===== src/rtl/oam_dma_arbiter_if.sv =====
// CPU-side and memory-side bus bundle shared by the OAM DMA arbiter and its environment.
// The arbiter takes the slave view; the CPU/memory side takes the master view.
interface oam_dma_arbiter_if;
  logic [15:0] cpu_address;
  logic [7:0]  cpu_wdata;
  logic [7:0]  cpu_rdata;
  logic        cpu_nread;
  logic        cpu_nwrite;
  logic        cpu_nsel;
  logic [15:0] mem_address;
  logic [7:0]  mem_wdata;
  logic [7:0]  mem_rdata;
  logic        mem_nread;
  logic        mem_nwrite;
  logic        mem_nsel;
  logic        dma_active;
  logic [7:0]  dma_reg;

  modport slave (
    input  cpu_address, cpu_wdata, cpu_nread, cpu_nwrite, cpu_nsel, mem_rdata,
    output cpu_rdata, mem_address, mem_wdata, mem_nread, mem_nwrite, mem_nsel,
    output dma_active, dma_reg
  );

  modport master (
    output cpu_address, cpu_wdata, cpu_nread, cpu_nwrite, cpu_nsel, mem_rdata,
    input  cpu_rdata, mem_address, mem_wdata, mem_nread, mem_nwrite, mem_nsel,
    input  dma_active, dma_reg
  );
endinterface


===== src/rtl/oam_dma_arbiter.sv =====
// Shares the CPU memory bus between CPU passthrough and a 160-byte OAM DMA copy;
// CPU HRAM accesses pre-empt the copy, the DMA register lives inside this block.
module oam_dma_arbiter (
  input  logic             clock,
  input  logic             reset,
  oam_dma_arbiter_if.slave bus
);

  localparam logic [15:0] DMA_REG_ADDR = 16'hFF46;
  localparam logic [15:0] OAM_BASE     = 16'hFE00;
  localparam logic [7:0]  DMA_LEN      = 8'd160;
  localparam logic [7:0]  LAST_IDX     = DMA_LEN - 8'd1;
  localparam logic [15:0] HRAM_LO      = 16'hFF80;
  localparam logic [15:0] HRAM_HI      = 16'hFFFE;

  typedef enum logic [1:0] {
    ST_IDLE  = 2'd0,
    ST_START = 2'd1,
    ST_READ  = 2'd2,
    ST_WRITE = 2'd3
  } state_t;

  state_t      state_r, state_nx_s;
  logic [7:0]  idx_r, idx_nx_s;
  logic [7:0]  latch_r, latch_nx_s;
  logic [7:0]  dma_reg_r, dma_reg_nx_s;

  logic        cpu_access_s;
  logic        cpu_read_s;
  logic        cpu_write_s;
  logic        reg_hit_s;
  logic        hram_hit_s;
  logic        reg_read_s;
  logic        reg_write_s;
  logic        reg_access_s;
  logic        hram_access_s;
  logic        blocked_read_s;

  logic [15:0] mem_address_s;
  logic [7:0]  mem_wdata_s;
  logic        mem_nread_s;
  logic        mem_nwrite_s;
  logic        mem_nsel_s;
  logic [7:0]  cpu_rdata_s;

  // Both strobes low counts as a read, so a write needs nread high.
  assign cpu_access_s   = !bus.cpu_nsel && (!bus.cpu_nread || !bus.cpu_nwrite);
  assign cpu_read_s     = cpu_access_s && !bus.cpu_nread;
  assign cpu_write_s    = cpu_access_s && bus.cpu_nread && !bus.cpu_nwrite;
  assign reg_hit_s      = (bus.cpu_address == DMA_REG_ADDR);
  assign hram_hit_s     = (bus.cpu_address >= HRAM_LO) && (bus.cpu_address <= HRAM_HI);
  assign reg_read_s     = cpu_read_s && reg_hit_s;
  assign reg_write_s    = cpu_write_s && reg_hit_s;
  assign reg_access_s   = cpu_access_s && reg_hit_s;
  assign hram_access_s  = cpu_access_s && hram_hit_s;
  assign blocked_read_s = cpu_read_s && !reg_hit_s && !hram_hit_s && (state_r != ST_IDLE);

  // State, index, byte latch and DMA register storage.
  always_ff @(posedge clock or posedge reset) begin
    if (reset) begin
      state_r   <= ST_IDLE;
      idx_r     <= 8'd0;
      latch_r   <= 8'h00;
      dma_reg_r <= 8'hFF;
    end else begin
      state_r   <= state_nx_s;
      idx_r     <= idx_nx_s;
      latch_r   <= latch_nx_s;
      dma_reg_r <= dma_reg_nx_s;
    end
  end

  // Next-state logic; a register write restarts the copy from any state.
  always_comb begin
    state_nx_s   = state_r;
    idx_nx_s     = idx_r;
    latch_nx_s   = latch_r;
    dma_reg_nx_s = dma_reg_r;
    if (reg_write_s) begin
      dma_reg_nx_s = bus.cpu_wdata;
      state_nx_s   = ST_START;
    end else begin
      case (state_r)
        ST_IDLE: begin
          state_nx_s = ST_IDLE;
        end
        ST_START: begin
          idx_nx_s   = 8'd0;
          state_nx_s = ST_READ;
        end
        ST_READ: begin
          if (hram_access_s) begin
            state_nx_s = ST_READ;
          end else begin
            latch_nx_s = bus.mem_rdata;
            state_nx_s = ST_WRITE;
          end
        end
        ST_WRITE: begin
          if (hram_access_s) begin
            state_nx_s = ST_WRITE;
          end else if (idx_r == LAST_IDX) begin
            state_nx_s = ST_IDLE;
          end else begin
            idx_nx_s   = idx_r + 8'd1;
            state_nx_s = ST_READ;
          end
        end
        default: begin
          state_nx_s = ST_IDLE;
        end
      endcase
    end
  end

  // Bus ownership: CPU passthrough by default, DMA drives READ/WRITE unless HRAM pre-empts.
  always_comb begin
    mem_address_s = bus.cpu_address;
    mem_wdata_s   = bus.cpu_wdata;
    mem_nread_s   = bus.cpu_nread;
    mem_nwrite_s  = bus.cpu_nwrite;
    mem_nsel_s    = bus.cpu_nsel;
    case (state_r)
      ST_IDLE: begin
        if (reg_access_s) begin
          mem_nsel_s   = 1'b1;
          mem_nread_s  = 1'b1;
          mem_nwrite_s = 1'b1;
        end else begin
          mem_nsel_s = bus.cpu_nsel;
        end
      end
      ST_START: begin
        if (hram_access_s) begin
          mem_nsel_s = bus.cpu_nsel;
        end else begin
          mem_nsel_s   = 1'b1;
          mem_nread_s  = 1'b1;
          mem_nwrite_s = 1'b1;
        end
      end
      ST_READ: begin
        if (hram_access_s) begin
          mem_nsel_s = bus.cpu_nsel;
        end else begin
          mem_address_s = {dma_reg_r, idx_r};
          mem_nsel_s    = 1'b0;
          mem_nread_s   = 1'b0;
          mem_nwrite_s  = 1'b1;
        end
      end
      ST_WRITE: begin
        if (hram_access_s) begin
          mem_nsel_s = bus.cpu_nsel;
        end else begin
          mem_address_s = OAM_BASE + {8'h00, idx_r};
          mem_wdata_s   = latch_r;
          mem_nsel_s    = 1'b0;
          mem_nread_s   = 1'b1;
          mem_nwrite_s  = 1'b0;
        end
      end
      default: begin
        mem_nsel_s   = 1'b1;
        mem_nread_s  = 1'b1;
        mem_nwrite_s = 1'b1;
      end
    endcase
  end

  // CPU read data: register, blocked (open bus 0xFF) or memory.
  always_comb begin
    cpu_rdata_s = bus.mem_rdata;
    if (reg_read_s) begin
      cpu_rdata_s = dma_reg_r;
    end else if (blocked_read_s) begin
      cpu_rdata_s = 8'hFF;
    end else begin
      cpu_rdata_s = bus.mem_rdata;
    end
  end

  assign bus.mem_address = mem_address_s;
  assign bus.mem_wdata   = mem_wdata_s;
  assign bus.mem_nread   = mem_nread_s;
  assign bus.mem_nwrite  = mem_nwrite_s;
  assign bus.mem_nsel    = mem_nsel_s;
  assign bus.cpu_rdata   = cpu_rdata_s;
  assign bus.dma_active  = (state_r != ST_IDLE);
  assign bus.dma_reg     = dma_reg_r;

endmodule


===== src/flat_wrapper.sv =====
// flat-port wrapper written by rule: the top's interface ports become plain ports
module oam_dma_arbiter_flat 
  (clock, reset, bus_cpu_address, bus_cpu_wdata, bus_cpu_nread, bus_cpu_nwrite, bus_cpu_nsel, bus_mem_rdata, bus_cpu_rdata, bus_mem_address, bus_mem_wdata, bus_mem_nread, bus_mem_nwrite, bus_mem_nsel, bus_dma_active, bus_dma_reg);
  oam_dma_arbiter_if bus_i ();
  input  logic clock;
  input  logic reset;
  input wire logic [$bits(bus_i.cpu_address)-1:0] bus_cpu_address;
  input wire logic [$bits(bus_i.cpu_wdata)-1:0] bus_cpu_wdata;
  input wire logic [$bits(bus_i.cpu_nread)-1:0] bus_cpu_nread;
  input wire logic [$bits(bus_i.cpu_nwrite)-1:0] bus_cpu_nwrite;
  input wire logic [$bits(bus_i.cpu_nsel)-1:0] bus_cpu_nsel;
  input wire logic [$bits(bus_i.mem_rdata)-1:0] bus_mem_rdata;
  output wire logic [$bits(bus_i.cpu_rdata)-1:0] bus_cpu_rdata;
  output wire logic [$bits(bus_i.mem_address)-1:0] bus_mem_address;
  output wire logic [$bits(bus_i.mem_wdata)-1:0] bus_mem_wdata;
  output wire logic [$bits(bus_i.mem_nread)-1:0] bus_mem_nread;
  output wire logic [$bits(bus_i.mem_nwrite)-1:0] bus_mem_nwrite;
  output wire logic [$bits(bus_i.mem_nsel)-1:0] bus_mem_nsel;
  output wire logic [$bits(bus_i.dma_active)-1:0] bus_dma_active;
  output wire logic [$bits(bus_i.dma_reg)-1:0] bus_dma_reg;
  assign bus_i.cpu_address = bus_cpu_address;
  assign bus_i.cpu_wdata = bus_cpu_wdata;
  assign bus_i.cpu_nread = bus_cpu_nread;
  assign bus_i.cpu_nwrite = bus_cpu_nwrite;
  assign bus_i.cpu_nsel = bus_cpu_nsel;
  assign bus_i.mem_rdata = bus_mem_rdata;
  assign bus_cpu_rdata = bus_i.cpu_rdata;
  assign bus_mem_address = bus_i.mem_address;
  assign bus_mem_wdata = bus_i.mem_wdata;
  assign bus_mem_nread = bus_i.mem_nread;
  assign bus_mem_nwrite = bus_i.mem_nwrite;
  assign bus_mem_nsel = bus_i.mem_nsel;
  assign bus_dma_active = bus_i.dma_active;
  assign bus_dma_reg = bus_i.dma_reg;
  oam_dma_arbiter u_core (.clock(clock), .reset(reset), .bus(bus_i));
endmodule

===== config.mk =====
export PLATFORM = sky130hd
export DESIGN_NAME = oam_dma_arbiter_flat
export DESIGN_NICKNAME = d
export VERILOG_FILES = /design/src/rtl/oam_dma_arbiter_if.sv /design/src/rtl/oam_dma_arbiter.sv /design/src/flat_wrapper.sv
export SDC_FILE = /design/constraint.sdc
export NUM_CORES = 1
export LEC_CHECK = 0
export BUFFER_PORTS_ARGS = -buffer_cell sky130_fd_sc_hd__buf_2
export CORE_MARGIN = 2
export CORE_UTILIZATION = 51
export DETAILED_ROUTE_END_ITERATION = 7
export PLACE_DENSITY = 0.81
export SYNTH_ARGS = -nofsm -noshare
export SYNTH_HDL_FRONTEND = slang
export SYNTH_SLANG_ARGS = --single-unit

===== constraint.sdc =====
create_clock -name clock -period 3.55 [get_ports clock]
set_input_delay 0.355 -clock clock [delete_from_list [all_inputs] [get_ports clock]]
set_output_delay 0.355 -clock clock [all_outputs]
set_load 0.01 [all_outputs]

==> results.yml, run 1 <==
sta:
  final.setup.tns_ns: 0
  slew-limit-headroom_pct: 22.59
  worst_pin_slew_ns: 1.157
  slew_viol_final: 0
  timing.final.hold_violations: 0
  max_clock_freq_mhz: 328.2
  skew_ns: 0.009188
  rsz0062_at_grt: "false"
  setup_violations: 0
  period_needed_ns: 3.047
  finalCritPeriodShare_pct: 85.84
placed_design:
  dp.final_hpwl_um: 3844
  gp_congestion: 0.8408
  io_buffers: 80
power:
  power_switching_share_pct: 40.96
  power.switching_uw: 636.0
  combPwrFrac_pct: 59.7
  pwr-share-clk_pct: 13.6
  intPower_uw: 916.6
  report.power.total_uw: 1553
  p_leak_uw: 0.001095
  ir_drop_v: 0.0003439
  p_seq_share_pct: 26.7
  p_per_area_mw_per_mm2: 670.4
floorplan:
  rows: 21
  die_x_um: 64.08
  die_area_mm2: 0.004106
  start_util_pct: 54.30
  fp.dieH_um: 64.08
  core_mm2: 0.003390
  io_pins: 81
cts:
  numCtsBuffers: 3
  post_cts_buffers: 0
  htreeDepth: 1
  cts_resized: 0
  cts.sinks: 26
  clock_latency_ns: 0.34
  cts.clk_slew.worst_paths_ns: 0.15
  hold_buffers: 0
  clockBufferDepth: 2
  cts_tree: "yes"
  root_buffer: "clkbuf_4"
drt:
  remaining_drc_errors: 0
  drt_iter0_markers: 127
  maxUsedRoutingLayer: "met4"
  wl_met1_um: 2019
  wl_met2_um: 2520
  detail_route.wl_per_cell_um: 16.25
  dr_wl_met3_um: 327
  vias: 1804
  first_pass_iters: 4
  avgViaCountPerCell: 5.934
  wirelength_um: 4941
  ant_nets: 0
grt:
  grt_usage_pct: 24.46
  grt_max_degree: 27
  gr-total-overflow: 0
  grt_pass1_vias: 1643
  antenna_found_initial: 0
  grt_pass1_wl_um: 7817
worst_setup_path:
  critPathArrivalTime_ns: 2.69
  crit_buf_inv: 2
  end_kind: "output pin"
  r2r_cells: 6
  cpMostUsedCell: "nor2_1"
  crit_family: "simple AND/OR/NAND/NOR gates"
  path_depth: 6
  critPathLaunchType: "flop"
  crit_type: "reg -> out"
  critPathMaxFanout: 16
  slowest_delay_ns: 0.87
  critPathSlowestCell: "nor2_1"
  cp.required_ns: 3.19
  cp_cell_sequence: "inv_1, ha_1, nor2_1, nor2_1, mux2_2, buf_2"
worst_hold_path:
  hold_path_class: "in -> async"
yosys:
  synth-seq-cells: 26
  synth_seq_area_share_pct: 35.89
  syn_area_per_cell_um2: 10.23
  synth_ff_type: "dfrtp_1"
  synth_cell_types: 42
  netlist_area_mm2: 0.001841
  synth_top_cell_by_area: "dfrtp_1"
  async_flop_share_pct: 100.0
  synth.top_cells.by_area: "dfrtp_1, mux2_2, dfstp_2"
  synth_top_area_share_pct: 24.47
  synth_edf_count: 0
  syn_inst: 180
  syn-num-nets: 222
  yosysWarnings: 0
cells_and_area:
  diodes: 0
  area_delta_synth_final_pct: 25.83
  drive_above_1_share_pct: 52.71
  utilization_pct: 68.33
  fin_nets: 301
  fill_cells: 277
outcome:
  status: "completed"
run:
  drv_cap: 0
-- Yosys cell counts (2+ instances only) --
library cell / count
or4_1: 2
o22a_1: 15
inv_1: 6
dfstp_2: 8
nand3_1: 10
or3_1: 2
nor3_1: 2
nand3b_1: 2
nor2_1: 11
dfrtp_1: 18
ha_1: 5
o41ai_1: 2
clkbuf_1: 5
mux2_2: 32
o21ai_0: 14
or2_2: 4
o31ai_1: 5
o211ai_1: 2
buf_6: 3
nand2_1: 9
and4_1: 2
-- final timing paths --
check | start | endpoint | slack (ns)
max | u_core.state_r[0] | bus_mem_address[5] | 0.50
min in group clock | bus_mem_rdata[3] | u_core.latch_r[3] | 0.25
min reg2reg | u_core.latch_r[3] | u_core.latch_r[3] | 0.52
min | reset | u_core.idx_r[0] | 0.21
max reg2reg | u_core.idx_r[0] | u_core.idx_r[6] | 1.42
max in group asynchronous | reset | u_core.idx_r[3] | 2.76
-- metal layers --
metal	GRT usage, %	vias up
li1	-	846
met2	40.89	72
met1	32.43	877
met4	6.522	0
met3	4.577	9
met5	0	-
-- power by group through the flow --
| stage | Sequential [uW] | Combinational (uW) | Clock, uW |
|---|---|---|---|
| 6_report | 414 | 927 | 211 |
| 5_1_grt | 424 | 1010 | 224 |
| 4_1_cts | 414 | 931 | 211 |
| 3_5_place_dp | 421 | 925 | 0 |
| 3_3_place_gp | 417 | 908 | 0 |
| 2_1_floorplan | 406 | 628 | 0 |
-- per-stage QoR --
step | instances | setup slack [ns] | instance area, um2 | hold WS [ns]
CTS | 304 | 0.5078 | 2316 | 0.2364
global route | 304 | 0.3455 | 2316 | 0.2355
finish | 304 | 0.5028 | 2316 | 0.2080
global placement | 300 | 0.7136 | 2263 | 0.4860
floorplan | 180 | 1.118 | 1841 | 0.3891
detailed placement | 300 | 0.6213 | 2263 | 0.4950
-- final cells by class --
| type | count | area (um2) | area share (%) |
|---|---|---|---|
| Clock buffer | 3 | 22.52 | 0.9724 |
| Clock inverter | 1 | 30.03 | 1.297 |
| Inverter | 6 | 22.52 | 0.9724 |
| Multi-Input combinational cell | 139 | 1100 | 47.49 |
| Sequential cell | 26 | 660.6 | 28.53 |
| Tap cell | 46 | 57.56 | 2.485 |
| Timing Repair Buffer | 83 | 422.9 | 18.26 |
-- kinds of logic after synthesis --
kind of cell / count (synthesis) / synth area share, %
compound gates: 48 / 19.17
fa+ha+maj: 5 / 3.399
buf+inv: 15 / 4.350
flops: 26 / 35.89
mux: 32 / 19.58
simple gates: 54 / 17.61
-- cell usage in the layout (no fill, tap or decap), drive strengths merged, types with 2 or more instances in the layout --
| cell type | count |
|---|---|
| buf | 83 |
| mux2 | 32 |
| dfrtp | 18 |
| o22a | 15 |
| o21ai | 14 |
| nor2 | 11 |
| nand3 | 10 |
| nand2 | 10 |
| dfstp | 8 |
| inv | 6 |
| o31ai | 5 |
| ha | 5 |
| or2 | 4 |
| clkbuf | 3 |
| or4 | 3 |
| or3 | 3 |
| nor3 | 3 |
| and4 | 2 |
| nand3b | 2 |
| o211ai | 2 |
| o41ai | 2 |
| nor3b | 2 |
Note: power is estimated with default switching activity, not from simulation.
==> run 2, diff against run 1 <==
- BUFFER_PORTS_ARGS: -buffer_cell sky130_fd_sc_hd__buf_2 -> -buffer_cell sky130_fd_sc_hd__buf_4
==> run 2 against run 1 <==
Design area rose by 7.9%. Critical path depth increased by 1. Register-to-register slack worse by 0.22 ns. Count of clock-buffer cells in the layout grew 1. Critical endpoint is now bus_cpu_rdata[0].
==> results.yml, run 2 (synthesis results as in run 1) <==
drt:
  avgViaCountPerCell: 5.829
  dr_wl_met3_um: 274
  first_pass_iters: 4
  vias: 1772
  ant_nets: 0
  remaining_drc_errors: 0
  drt_iter0_markers: 155
  maxUsedRoutingLayer: "met4"
  detail_route.wl_per_cell_um: 16.82
  wirelength_um: 5113
  wl_met1_um: 2164
  wl_met2_um: 2617
sta:
  fin_ws_ns: 0.8730
  max_clock_freq_mhz: 373.6
  rsz0062_at_grt: "false"
  slew_viol_final: 0
  timing.final.hold_violations: 0
  worst_pin_slew_ns: 0.9746
  slew-limit-headroom_pct: 34.96
  finalCritPeriodShare_pct: 75.41
  skew_ns: 0.002762
  final.setup.tns_ns: 0
  period_needed_ns: 2.677
  setup_violations: 0
floorplan:
  start_util_pct: 54.30
  die_x_um: 64.08
  io_pins: 81
  die_area_mm2: 0.004106
  core_mm2: 0.003390
  fp.dieH_um: 64.08
  rows: 21
power:
  ir_drop_v: 0.0002745
  p_leak_uw: 0.001147
  p_per_area_mw_per_mm2: 647.4
grt:
  antenna_found_initial: 0
  gr-total-overflow: 0
  grt_pass1_vias: 1710
  grt_max_degree: 27
  grt_pass1_wl_um: 8286
  grt_usage_pct: 25.67
placed_design:
  io_buffers: 80
  place_ws_ns: 0.8710
  dp.final_hpwl_um: 3929
  gp_congestion: 0.9061
  dp_cells: 300
cells_and_area:
  multiInputGateArea_mm2: 0.001100
  final_common_cell: "buf_4"
  fill_cells: 246
  final_cell_count_no_fill: 304
  diodes: 0
  final-seq-area_um2: 660.6
  drive_above_1_share_pct: 52.71
  area_delta_synth_final_pct: 35.83
  fin_nets: 301
  mostFrequentLayoutCells: "buf_4, mux2_2, dfrtp_1"
worst_setup_path:
  slowest_delay_ns: 0.54
  critPathSlowestCell: "or4_4"
  critPathArrivalTime_ns: 2.32
  cp.required_ns: 3.19
  critPathMaxFanout: 9
  crit_type: "in -> out"
  cpMostUsedCell: "buf_4"
  cp_cell_sequence: "buf_4, or4_1, or3_4, or4_4, nand2_8, o22a_1, buf_4"
  critPathLaunchType: "input port"
  end_kind: "output pin"
cts:
  cts_tree: "yes"
  root_buffer: "clkbuf_4"
  clock_latency_ns: 0.32
  numCtsBuffers: 3
  cts_resized: 0
  htreeDepth: 1
  post_cts_buffers: 0
  cts.sinks: 26
  clockBufferDepth: 2
  hold_buffers: 0
  cts.clk_slew.worst_paths_ns: 0.15
run:
  drv_cap: 0
worst_hold_path:
  hold_path_class: "in -> async"
outcome:
  status: "completed"
==> run 2: changes by cell type in the layout (fill, tap and decap cells not counted) <==
cell | previous run | this run
clkbuf_8 | 0 | 1
bufinv_16 | 1 | 0
buf_2 | 80 | 0
buf_4 | 3 | 83
==> run 2: critical path: cells and delay by family <==
family | cells | cell delay, ns
AND/OR/NAND/NOR | 4 | 1.59
buffers and inverters | 2 | 0.23
AO/OA/AOI/OAI | 1 | 0.15
==> run 2: per-stage QoR <==
step	instance area, um2	hold slack (ns)	util, %	power, uW
after global placement	2464	0.4863	72.68	1449
after detailed placement	2464	0.4921	72.68	1466
after global routing	2500	0.2457	73.75	1735
after CTS	2500	0.2553	73.75	1624
final	2500	0.2383	73.75	1618
after floorplan	1841	0.3891	-	1034
==> run 2: path summary, 6_finish.rpt <==
path | endpoint | slack (ns) | depth (start not counted) | startpoint
worst max-delay path | bus_cpu_rdata[0] | 0.87 | 7 | bus_cpu_address[4]
worst min-delay path | u_core.idx_r[3] | 0.24 | 2 | reset
worst max register to register | u_core.idx_r[3] | 1.20 | 7 | u_core.state_r[0]
worst min register to register | u_core.latch_r[6] | 0.52 | 1 | u_core.latch_r[6]
max in group asynchronous | u_core.idx_r[6] | 2.73 | 2 | reset
min in group clock | u_core.latch_r[3] | 0.26 | 2 | bus_mem_rdata[3]
==> run 2: power breakdown <==
part           internal [uW]  switching, uW  leakage, uW
Clock                   62.7           93.6    0.0000210
Sequential               366           46.8     0.000310
Combinational            547            502     0.000815
Total                    976            643      0.00115
==> run 2: final cells by class <==
class                   count  area share [%]
well taps                  46           2.302
inverters                   6          0.9009
multi-input cells         139           43.99
flip-flops and latches     26           26.43
repair buffers             83           24.92
clock buffers               4           1.451
==> run 2: metal layers <==
| layer | GRT usage (%) | up-vias |
|---|---|---|
| li1 | - | 843 |
| met1 | 34.58 | 867 |
| met2 | 43.36 | 56 |
| met3 | 4.225 | 6 |
| met4 | 5.435 | 0 |
| met5 | 0 | - |
